--- src/rtl/node_injection_queue.sv ---
// Network interface for one mesh node: a DEPTH-entry injection FIFO feeding the router's
// local input port, a registered ejection stage, and saturating tx/rx/drop statistics.
module node_injection_queue #(
  parameter int DEPTH = 4,
  parameter int CNT_W = 16,
  parameter int PKT_W = 32,
  localparam int AW = $clog2(DEPTH),
  localparam int CW = $clog2(DEPTH + 1)
) (
  input  logic             clk,
  input  logic             reset,
  input  logic [PKT_W-1:0] i_pkt,
  input  logic             i_pkt_val,
  output logic             o_pkt_ready,
  output logic [PKT_W-1:0] o_data,
  output logic             o_data_val,
  input  logic             i_en,
  input  logic [PKT_W-1:0] i_data,
  input  logic             i_data_val,
  output logic [PKT_W-1:0] o_rx_data,
  output logic             o_rx_val,
  output logic [CW-1:0]    o_count,
  output logic             o_full,
  output logic             o_empty,
  output logic [CNT_W-1:0] o_tx_count,
  output logic [CNT_W-1:0] o_rx_count,
  output logic [CNT_W-1:0] o_drop_count
);

  logic [PKT_W-1:0] mem_q [DEPTH];
  logic [AW-1:0]    wr_ptr_q, wr_ptr_d, rd_ptr_q, rd_ptr_d;
  logic [CW-1:0]    count_q, count_d;
  logic [PKT_W-1:0] rx_data_q;
  logic             rx_val_q;
  logic [CNT_W-1:0] tx_cnt_q, tx_cnt_d, rx_cnt_q, rx_cnt_d, drop_cnt_q, drop_cnt_d;
  logic             push, pop, drop;

  // Full is decided on the registered count alone, so a pop in the same cycle cannot make room.
  assign o_full      = (count_q == CW'(DEPTH));
  assign o_empty     = (count_q == '0);
  assign o_pkt_ready = !o_full;
  assign o_data_val  = !o_empty;
  assign o_data      = o_empty ? '0 : mem_q[rd_ptr_q];
  assign o_count     = count_q;
  assign o_rx_data   = rx_data_q;
  assign o_rx_val    = rx_val_q;
  assign o_tx_count  = tx_cnt_q;
  assign o_rx_count  = rx_cnt_q;
  assign o_drop_count = drop_cnt_q;

  assign push = i_pkt_val && !o_full;
  assign pop  = o_data_val && i_en;
  assign drop = i_pkt_val && o_full;

  // DEPTH is a power of two, so pointer wrap is plain overflow.
  always_comb begin
    wr_ptr_d   = wr_ptr_q;
    rd_ptr_d   = rd_ptr_q;
    count_d    = count_q;
    tx_cnt_d   = tx_cnt_q;
    rx_cnt_d   = rx_cnt_q;
    drop_cnt_d = drop_cnt_q;
    if (push) wr_ptr_d = wr_ptr_q + AW'(1);
    if (pop)  rd_ptr_d = rd_ptr_q + AW'(1);
    if (push && !pop)      count_d = count_q + CW'(1);
    else if (pop && !push) count_d = count_q - CW'(1);
    if (pop && tx_cnt_q != '1)          tx_cnt_d   = tx_cnt_q + CNT_W'(1);
    if (i_data_val && rx_cnt_q != '1)   rx_cnt_d   = rx_cnt_q + CNT_W'(1);
    if (drop && drop_cnt_q != '1)       drop_cnt_d = drop_cnt_q + CNT_W'(1);
  end

  always_ff @(posedge clk) begin
    if (reset) begin
      wr_ptr_q   <= '0;
      rd_ptr_q   <= '0;
      count_q    <= '0;
      rx_data_q  <= '0;
      rx_val_q   <= 1'b0;
      tx_cnt_q   <= '0;
      rx_cnt_q   <= '0;
      drop_cnt_q <= '0;
    end else begin
      wr_ptr_q   <= wr_ptr_d;
      rd_ptr_q   <= rd_ptr_d;
      count_q    <= count_d;
      rx_data_q  <= i_data;
      rx_val_q   <= i_data_val;
      tx_cnt_q   <= tx_cnt_d;
      rx_cnt_q   <= rx_cnt_d;
      drop_cnt_q <= drop_cnt_d;
    end
  end

  // Storage is deliberately left out of reset; count gates whether it is ever read.
  always_ff @(posedge clk) begin
    if (push && !reset) mem_q[wr_ptr_q] <= i_pkt;
  end

endmodule

--- config.mk ---
export PLATFORM = sky130hd
export DESIGN_NAME = node_injection_queue
export DESIGN_NICKNAME = d
export VERILOG_FILES = /design/src/rtl/node_injection_queue.sv
export SDC_FILE = /design/constraint.sdc
export NUM_CORES = 1
export LEC_CHECK = 0
export BUFFER_PORTS_ARGS = -buffer_cell sky130_fd_sc_hd__buf_4
export CORE_UTILIZATION = 37
export CTS_BUF_LIST = sky130_fd_sc_hd__clkbuf_4 sky130_fd_sc_hd__clkbuf_8 sky130_fd_sc_hd__clkbuf_16
export DETAILED_ROUTE_END_ITERATION = 16
export PLACE_DENSITY = 0.62
export SLEW_MARGIN = 30
export SYNTH_ARGS = -nofsm -noshare
export SYNTH_HDL_FRONTEND = slang
export SYNTH_SLANG_ARGS = --single-unit
export TNS_END_PERCENT = 100
--- constraint.sdc ---
create_clock -name clk -period 2.42 [get_ports clk]
set_input_delay 0.726 -clock clk [delete_from_list [all_inputs] [get_ports clk]]
set_output_delay 0.726 -clock clk [all_outputs]
set_load 0.01 [all_outputs]
==> results.sh, run 1 <==
export IMPL_firstDrtPassIters=4
export IMPL_drv_cap=0
export IMPL_rsz0062_at_grt="true"
export IMPL_wire_per_inst_um=17.1
export IMPL_max_stage_delay_ns=0.51
export IMPL_ys_seq_area_frac=0.657
export IMPL_slowest_stage="mux4_2"
export IMPL_synth_edff_count=128
export IMPL_internal_power_mw=8.49
export IMPL_min_period_over_period=1.10
export IMPL_violations="negative setup slack"
export IMPL_rrSetupSlack_ns=0.13
export IMPL_grt_busiest_layer="met2"
export IMPL_power_frac_clock=0.302
export IMPL_io_pins=189
export IMPL_crit_fanout=8
export IMPL_cts_tree="done"
export IMPL_die_h_um=154
export IMPL_netlist_area_sq_um=8590
export IMPL_maxSlewHeadroom=0.535
export IMPL_wirelength_mm=19.3
export IMPL_final_common_cell="buf_4"
export IMPL_final_cell_mix="171 x buf_4, 128 x edfxtp_1, 86 x dfxtp_1, 45 x nor2b_1"
export IMPL_cp_required_ns=1.69
export IMPL_ir_drop_mv=0.645
export IMPL_first_global_vias=5732
export IMPL_initialDrtViolationCount=358
export IMPL_crit_chain="clkbuf_16, mux4_2, nor2b_4, buf_6"
export IMPL_p_per_area_nw_per_um2=997
export IMPL_syn_inst=607
export IMPL_path_clk_slew_ns=0.06
export IMPL_grtUsageTotal=0.161
export IMPL_fin_crit_ns=2.66
export IMPL_ant_nets=0
export IMPL_synthFlopType="edfxtp_1"
export IMPL_leakage_nw=4.39
export IMPL_io_buffers=188
export IMPL_syn_avg_cell_area_sq_um=14.2
export IMPL_outcome="finished with violations"
export IMPL_drv_slew=0
export IMPL_start_kind="flip-flop"
export IMPL_yosys_register_bits=218
export IMPL_maxClockFrequency_ghz=0.376
export IMPL_hold_violations=0
export IMPL_timing_hold_ws_ns=0.409
export IMPL_clk_latency_ns=0.52
export IMPL_drcViolationCount=0
export IMPL_grt_max_degree=92
export IMPL_worst_path_buf_inv=2
export IMPL_clkSinkCount=218
export IMPL_p_sw_mw=3.25
export IMPL_synth_fp_nets=685
export IMPL_die_w_um=154
export IMPL_use_met3=0.0448
export IMPL_met1_usage=0.216
export IMPL_nets=901
export IMPL_cp_top_family="multiplexers"
export IMPL_antenna_cells=0
export IMPL_hold_buffers=0
export IMPL_cts_buffers=24
export IMPL_end_kind="primary output"
export IMPL_met2_usage=0.255
export IMPL_setup_violations=32
export IMPL_grt_overflow_total=0
export IMPL_cts_root_buffer="clkbuf_16"
export IMPL_crit_arrival_ns=1.93
export IMPL_core_area_sq_um=22700
export IMPL_cts_buffer_depth=3
export IMPL_gp_congestion=0.750
export IMPL_grt_pass1_wl_mm=30.3
export IMPL_swShare=0.277
export IMPL_drt_vias_per_instance=5.16
export IMPL_htree_levels=1
export IMPL_path_class="reg -> out"
export IMPL_drive_above_1_share=0.392
export IMPL_min_path_type="in -> reg"
export IMPL_power_frac_seq=0.367
export IMPL_fin_util=0.519
export IMPL_yosys_warnings=0
export IMPL_initial_utilization=0.378
export IMPL_tightestPinTransition_ns=0.692
export IMPL_dieArea_sq_um=23800
export IMPL_yosysUniqueCellTypes=52
export IMPL_rows=55
export IMPL_async_flop_share=0
export IMPL_antenna_found_initial=0
export IMPL_hpwl_mm=11.7
export IMPL_syn2layout_area_growth_pct=37.1
export IMPL_place_ws_ns=0.0746
export IMPL_fin_skew_ns=0.0121
export IMPL_setup_slack_ns=-0.238
export IMPL_dr_total_vias=5813
export IMPL_combPwrFrac=0.332
timing repair:
action,CTS,global route
resized for setup,12,73
cloned,4,1
pin swaps,1,1
buffers inserted,2,4
setup endpoints to repair,35,34
layout make-up:
cell class                 count  area [sq um]
inverter                      12          50.0
sequential                   218          5660
timing repair buffer         215          1950
clock inverter                 5          41.3
tap                          285           357
clock buffer                  39           751
multi-input combinational    352          2980
fill                        1917         10900
synthesized netlist by cell type, types with 2 or more instances:
master    instances  area share
edfxtp_1        128        0.45
dfxtp_1          90        0.21
nor2b_1          69       0.050
a21oi_1          32       0.019
mux4_2           32       0.084
nor2_1           24       0.010
nand3_1          22       0.013
clkbuf_1         17      0.0074
nand2_1          15      0.0066
o21ai_0          14      0.0082
nand4_1          13      0.0095
o31ai_1          13       0.011
or3_1            13      0.0095
or4_1            12       0.010
inv_1            11      0.0048
nor3_1            9      0.0052
nor4_1            9      0.0066
and4_1            8      0.0082
ha_1              8       0.012
xor2_1            6      0.0061
and2_1            5      0.0036
buf_2             4      0.0023
o41ai_1           4      0.0041
xnor2_1           4      0.0041
a211oi_1          3      0.0026
and3_1            3      0.0022
o211a_1           3      0.0035
a31oi_1           2      0.0015
buf_1             2     0.00087
buf_6             2      0.0026
mux2_1            2      0.0026
mux2_2            2      0.0026
mux2i_1           2      0.0023
nand3b_1          2      0.0017
nor4_2            2      0.0029
o311ai_1          2      0.0020
o31a_1            2      0.0020
or2_1             2      0.0015
worst reg2reg max path, stage by stage, from the launching register on:
cell	delay, ns
dfxtp_4	0.35
buf_6	0.13
buf_6	0.10
o31a_1	0.35
inv_6	0.07
ha_1	0.17
inv_1	0.06
fa_1	0.38
xor2_1	0.16
or3_1	0.30
a21oi_1	0.14
layer usage:
metal,vias to the layer above,share of wire
met4,0,0.018
met3,26,0.077
met1,2800,0.45
met2,210,0.45
li1,2777,-
met5,-,0
sequential cells by signal, indices dropped and copies added (netlist names), named ones only:
name,count
mem_q,128
wr_ptr_q,2
o_rx_data,32
rd_ptr_q,2
o_count,3
o_rx_val,1
o_rx_count,16
o_tx_count,16
o_drop_count,16
power by group through the flow:
stage | sequential [mW] | combinational [mW] | clock [mW]
2_1_floorplan | 4.36 | 1.42 | 0
3_3_place_gp | 4.34 | 2.67 | 0
3_5_place_dp | 4.35 | 2.69 | 0
4_1_cts | 4.30 | 3.21 | 3.65
5_1_grt | 4.33 | 4.13 | 3.78
6_report | 4.31 | 3.89 | 3.54
through the flow:
step | instance area [sq um] | instances | setup TNS [ns] | power, mW
floorplan | 8590 | 607 | 0 | 5.78
global placement | 10500 | 1072 | 0 | 7.01
detailed placement | 10500 | 1072 | 0 | 7.04
CTS | 11400 | 1122 | -8.48 | 11.2
global route | 11800 | 1126 | -8.98 | 12.3
finish | 11800 | 1126 | -6.58 | 11.7
final timing paths:
| path | startpoint | end | depth (start not counted) |
|---|---|---|---|
| worst max-delay path | flip-flop | o_data[11] | 4 |
| worst min-delay path | i_pkt[3] | mem_q[3][3] | 1 |
| worst max register to register | o_count[2] | o_count[2] | 10 |
| worst min register to register | wr_ptr_q[1] | wr_ptr_q[1] | 2 |
cells by family (layout without fill, tap and decap cells):
kind of cell,Yosys count,count (layout),synth area share
muxes,38,38,0.0915
buffers and inverters,37,271,0.0191
DFF,218,218,0.657
xor gates and xnor gates,10,10,0.0102
adders and majority gates,9,9,0.0140
and+or+nand+nor,213,213,0.147
AOI/OAI and AO/OA,82,82,0.0610
(Power assumes the default switching activity.)
==> run 2, diff against run 1 <==
==> constraint.sdc (replaced) <==
create_clock -name clk -period 2.8 [get_ports clk]
set_input_delay 0.84 -clock clk [delete_from_list [all_inputs] [get_ports clk]]
set_output_delay 0.84 -clock clk [all_outputs]
set_load 0.01 [all_outputs]
==> results.sh, run 2 (same netlist as run 1, synthesis figures left out) <==
export IMPL_wirelength_mm=18.6
export IMPL_maxClockFrequency_ghz=0.357
export IMPL_drv_cap=0
export IMPL_drt_vias_per_instance=5.15
export IMPL_hpwl_mm=11.5
export IMPL_ant_nets=0
export IMPL_final_cell_mix="182 x buf_4, 128 x edfxtp_1, 89 x dfxtp_1, 59 x nor2b_1"
export IMPL_cts_root_buffer="clkbuf_16"
export IMPL_fin_skew_ns=0.00747
export IMPL_clk_latency_ns=0.52
export IMPL_cts_tree="done"
export IMPL_fin_crit_ns=2.80
export IMPL_syn2layout_area_growth_pct=33.4
export IMPL_crit_arrival_ns=1.96
export IMPL_tightestPinTransition_ns=0.629
export IMPL_dr_total_vias=5729
export IMPL_gp_congestion=0.770
export IMPL_violations="negative setup slack"
export IMPL_setup_slack_ns=-0.00311
export IMPL_path_class="reg -> out"
export IMPL_setup_tns_final_ns=-0.00311
export IMPL_start_kind="flip-flop"
export IMPL_nFillCells=1941
export IMPL_cts_buffer_depth=3
export IMPL_drive_above_1_share=0.356
export IMPL_antenna_found_initial=0
export IMPL_min_period_over_period=1.00
export IMPL_antenna_cells=0
export IMPL_nets=888
export IMPL_min_path_type="reg -> reg"
export IMPL_final_common_cell="buf_4"
export IMPL_outcome="finished with violations"
export IMPL_firstDrtPassIters=4
export IMPL_cts_buffers=24
export IMPL_initial_utilization=0.378
export IMPL_wire_per_inst_um=16.7
export IMPL_rows=55
export IMPL_first_global_vias=5495
export IMPL_drcViolationCount=0
export IMPL_cp_required_ns=1.96
export IMPL_die_h_um=154
export IMPL_rsz0062_at_grt="true"
export IMPL_end_kind="primary output"
export IMPL_grt_overflow_total=0
export IMPL_htree_levels=1
export IMPL_path_clk_slew_ns=0.06
export IMPL_grt_max_degree=92
export IMPL_setup_violations=1
export IMPL_crit_fanout=8
export IMPL_dieArea_sq_um=23800
export IMPL_p_per_area_nw_per_um2=835
export IMPL_initialDrtViolationCount=272
export IMPL_ir_drop_mv=0.477
export IMPL_io_pins=189
export IMPL_timing_hold_ws_ns=0.502
export IMPL_grt_pass1_wl_mm=29.4
export IMPL_hold_violations=0
export IMPL_leakage_nw=4.22
export IMPL_largest_register="mem_q"
export IMPL_clkSinkCount=218
export IMPL_largest_reg_flops=128
export IMPL_die_w_um=154
export IMPL_drv_slew=0
export IMPL_grtUsageTotal=0.157
export IMPL_core_area_sq_um=22700
export IMPL_maxSlewHeadroom=0.577
export IMPL_io_buffers=188
==> run 2: through the flow <==
step / cell area [sq um] / setup slack [ns] / std cells / power [mW] / util
floorplan: 8590 / 0.407 / 607 / 4.99 / -
global placement: 10400 / 0.344 / 1066 / 5.99 / 0.459
detailed placement: 10400 / 0.320 / 1066 / 6.01 / 0.459
CTS: 11300 / -0.0446 / 1112 / 9.47 / 0.499
global route: 11500 / -0.0614 / 1113 / 10.0 / 0.505
finish: 11500 / -0.00311 / 1113 / 9.58 / 0.505
==> run 2: what timing repair did <==
action                     in CTS  in global routing
resized for setup               3                 28
gates cloned                    2                  1
setup buffers                   0                  0
setup endpoints to repair      32                 32
pin swaps                       0                  0
hold buffers                    0                  0
==> run 2: routing by layer <==
metal | vias up | wire [um] | global-route usage
met4 | 0 | 385 | 0.0434
met1 | 2750 | 8300 | 0.210
met2 | 205 | 8500 | 0.250
li1 | 2749 | - | -
met3 | 25 | 1430 | 0.0423
met5 | - | 0 | 0
==> run 2: power by group <==
part | switching [mW] | internal [mW]
sequential | 0.137 | 3.59
combinational | 1.17 | 1.35
clock | 1.25 | 2.08
total | 2.56 | 7.02
==> run 2: path summary, 6_finish.rpt <==
kind,from,to,slack (ns),cells after the start
setup / recovery,flip-flop,o_data[9],-0.003,4
hold / removal,wr_ptr_q[1],wr_ptr_q[1],0.50,2
setup reg to reg,o_count[2],o_count[2],0.53,9
hold reg to reg,wr_ptr_q[1],wr_ptr_q[1],0.50,2
==> run 2: critical path: stages, from the launching register on <==
cell       delay (ns)
dfxtp_4          0.45
clkbuf_16        0.20
mux4_2           0.49
nor2b_1          0.14
buf_4            0.16
==> run 2: area by class of cell <==
type | instances | area (sq um) | area share
repair buffers | 202 | 1700 | 0.148
multi-input cells | 352 | 2860 | 0.249
inverters | 12 | 50.0 | 0.00436
clock buffers | 32 | 679 | 0.0593
clock inverters | 12 | 174 | 0.0152
well taps | 285 | 357 | 0.0311
flip-flops and latches | 218 | 5650 | 0.493
==> run 3, diff against run 2 <==
--- a/config.mk
+++ b/config.mk
@@ -5,7 +5,7 @@
 export SDC_FILE = /design/constraint.sdc
 export NUM_CORES = 1
 export LEC_CHECK = 0
-export BUFFER_PORTS_ARGS = -buffer_cell sky130_fd_sc_hd__buf_4
+export BUFFER_PORTS_ARGS = -buffer_cell sky130_fd_sc_hd__buf_2
 export CORE_UTILIZATION = 37
 export CTS_BUF_LIST = sky130_fd_sc_hd__clkbuf_4 sky130_fd_sc_hd__clkbuf_8 sky130_fd_sc_hd__clkbuf_16
 export DETAILED_ROUTE_END_ITERATION = 16
==> results.sh, run 3 (same netlist as run 1, synthesis figures left out) <==
export IMPL_place_ws_ns=0.341
export IMPL_setup_violations=8
export IMPL_setup_tns_final_ns=-0.0512
export IMPL_final_cell_mix="188 x buf_2, 128 x edfxtp_1, 89 x dfxtp_1, 69 x nor2b_1"
export IMPL_io_buffers=188
export IMPL_initial_utilization=0.378
export IMPL_largest_register="mem_q"
export IMPL_wire_per_inst_um=16.3
export IMPL_setup_slack_ns=-0.0216
export IMPL_clk_latency_ns=0.53
export IMPL_cts_buffer_depth=3
export IMPL_io_pins=189
export IMPL_fin_cells=1119
export IMPL_first_global_vias=5552
export IMPL_violations="negative setup slack"
export IMPL_largest_reg_flops=128
export IMPL_drive_above_1_share=0.345
export IMPL_rsz0062_at_grt="true"
export IMPL_crit_arrival_ns=1.98
export IMPL_syn2layout_area_growth_pct=26.9
export IMPL_drt_vias_per_instance=5.09
export IMPL_reg2reg_to="o_count[2]"
export IMPL_hold_violations=0
export IMPL_drv_cap=0
export IMPL_clkSinkCount=218
export IMPL_grt_max_degree=92
export IMPL_maxClockFrequency_ghz=0.354
export IMPL_drv_slew=0
export IMPL_drcViolationCount=0
export IMPL_start_kind="flip-flop"
export IMPL_outcome="finished with violations"
export IMPL_gp_congestion=0.787
export IMPL_die_w_um=154
export IMPL_min_period_over_period=1.01
export IMPL_final_common_cell="buf_2"
export IMPL_tightestPinTransition_ns=0.668
export IMPL_nets=891
export IMPL_nFillCells=2002
export IMPL_initialDrtViolationCount=291
export IMPL_p_per_area_nw_per_um2=833
export IMPL_reg2reg_depth=9
export IMPL_final_seq_area_sq_um=5650
export IMPL_placed_cells=1068
export IMPL_dr_total_vias=5700
export IMPL_critical_path_endpoint="o_data[26]"
export IMPL_end_kind="primary output"
export IMPL_wirelength_mm=18.2
export IMPL_multi_input_area_sq_um=2790
export IMPL_leakage_nw=4.10
export IMPL_power_total_mw=9.08
export IMPL_cts_buffers=25
export IMPL_grtUsageTotal=0.152
export IMPL_die_h_um=154
export IMPL_cts_tree="done"
export IMPL_reg2reg_from="o_count[2]"
export IMPL_rrSetupSlack_ns=0.56
export IMPL_dieArea_sq_um=23800
export IMPL_rows=55
export IMPL_fin_crit_ns=2.82
export IMPL_hpwl_mm=11.6
export IMPL_path_class="reg -> out"
export IMPL_min_path_type="reg -> reg"
export IMPL_fin_area_sq_um=10900
export IMPL_antenna_found_initial=0
export IMPL_firstDrtPassIters=4
export IMPL_cp_required_ns=1.96
export IMPL_cts_root_buffer="clkbuf_16"
export IMPL_path_clk_slew_ns=0.06
export IMPL_crit_fanout=7
export IMPL_core_area_sq_um=22700
export IMPL_grt_overflow_total=0
export IMPL_ant_nets=0
export IMPL_hold_buffers=0
export IMPL_grt_pass1_wl_mm=29.1
export IMPL_ir_drop_mv=0.501
export IMPL_fin_skew_ns=0.0166
export IMPL_place_area_sq_um=9980
export IMPL_maxSlewHeadroom=0.548
export IMPL_htree_levels=1
run 3: changes by cell type in the layout (fill, tap and decap cells not counted), moves of 2 or more:
| cell | previous run | this run |
|---|---|---|
| buf_2 | 0 | 188 |
| clkinv_2 | 3 | 6 |
| clkbuf_4 | 5 | 2 |
| clkinv_1 | 2 | 4 |
| diode_2 | 0 | 2 |
| nor2b_4 | 9 | 0 |
| buf_6 | 10 | 1 |
| nor2b_1 | 59 | 69 |
| clkinvlp_4 | 2 | 0 |
| buf_4 | 182 | 5 |
run 3: what timing repair did:
| action | in CTS | in global routing |
|---|---|---|
| cloned | 1 | 1 |
| buffers inserted | 1 | 0 |
| endpoints found under the setup margin | 28 | 24 |
| pin swaps | 0 | 0 |
| gates resized for setup | 2 | 1 |
run 3: worst min-delay path by stage:
| stage | cells past startpoint | start | end | slack, ns |
|---|---|---|---|---|
| global route | 2 | i_data[13] | o_rx_data[13] | 0.51 |
| floorplan | 2 | wr_ptr_q[1] | wr_ptr_q[1] | 0.47 |
| detailed placement | 2 | o_drop_count[15] | o_drop_count[15] | 0.49 |
| CTS | 2 | wr_ptr_q[1] | wr_ptr_q[1] | 0.50 |
| finish | 2 | wr_ptr_q[1] | wr_ptr_q[1] | 0.50 |
| global placement | 2 | o_tx_count[15] | o_tx_count[15] | 0.49 |
run 3: critical path: stages (launching register included):
cell and delay [ns]:
dfxtp_4 0.45, buf_12 0.17, mux4_2 0.51, nor2b_1 0.16, buf_2 0.16
run 3: where the power goes:
group | switching, mW | total [mW] | internal [mW]
Sequential | 0.135 | 3.73 | 3.59
Combinational | 1.05 | 2.04 | 0.994
Clock | 1.29 | 3.31 | 2.02
Total | 2.47 | 9.08 | 6.61
run 3: cell type report:
| type | count | share of cell area |
|---|---|---|
| timing repair buffer | 204 | 0.110 |
| sequential | 218 | 0.518 |
| clock buffer | 30 | 0.0625 |
| clock inverter | 16 | 0.0158 |
| multi-input combinational | 352 | 0.256 |
| inverter | 12 | 0.00459 |
| tap | 285 | 0.0327 |
| antenna | 2 | 0.000459 |
run 3: per-layer routing:
layer	track usage	routed length, um
met5	0	0
met4	0.0415	371
met3	0.0431	1450
met2	0.249	8320
met1	0.199	8080
run 3: per-stage QoR:
step                      hold slack, ns  utilization
after CTS                          0.502        0.479
final                              0.499        0.480
after global routing               0.509        0.480
after global placement             0.490        0.439
after floorplan                    0.469            -
after detailed placement           0.493        0.439
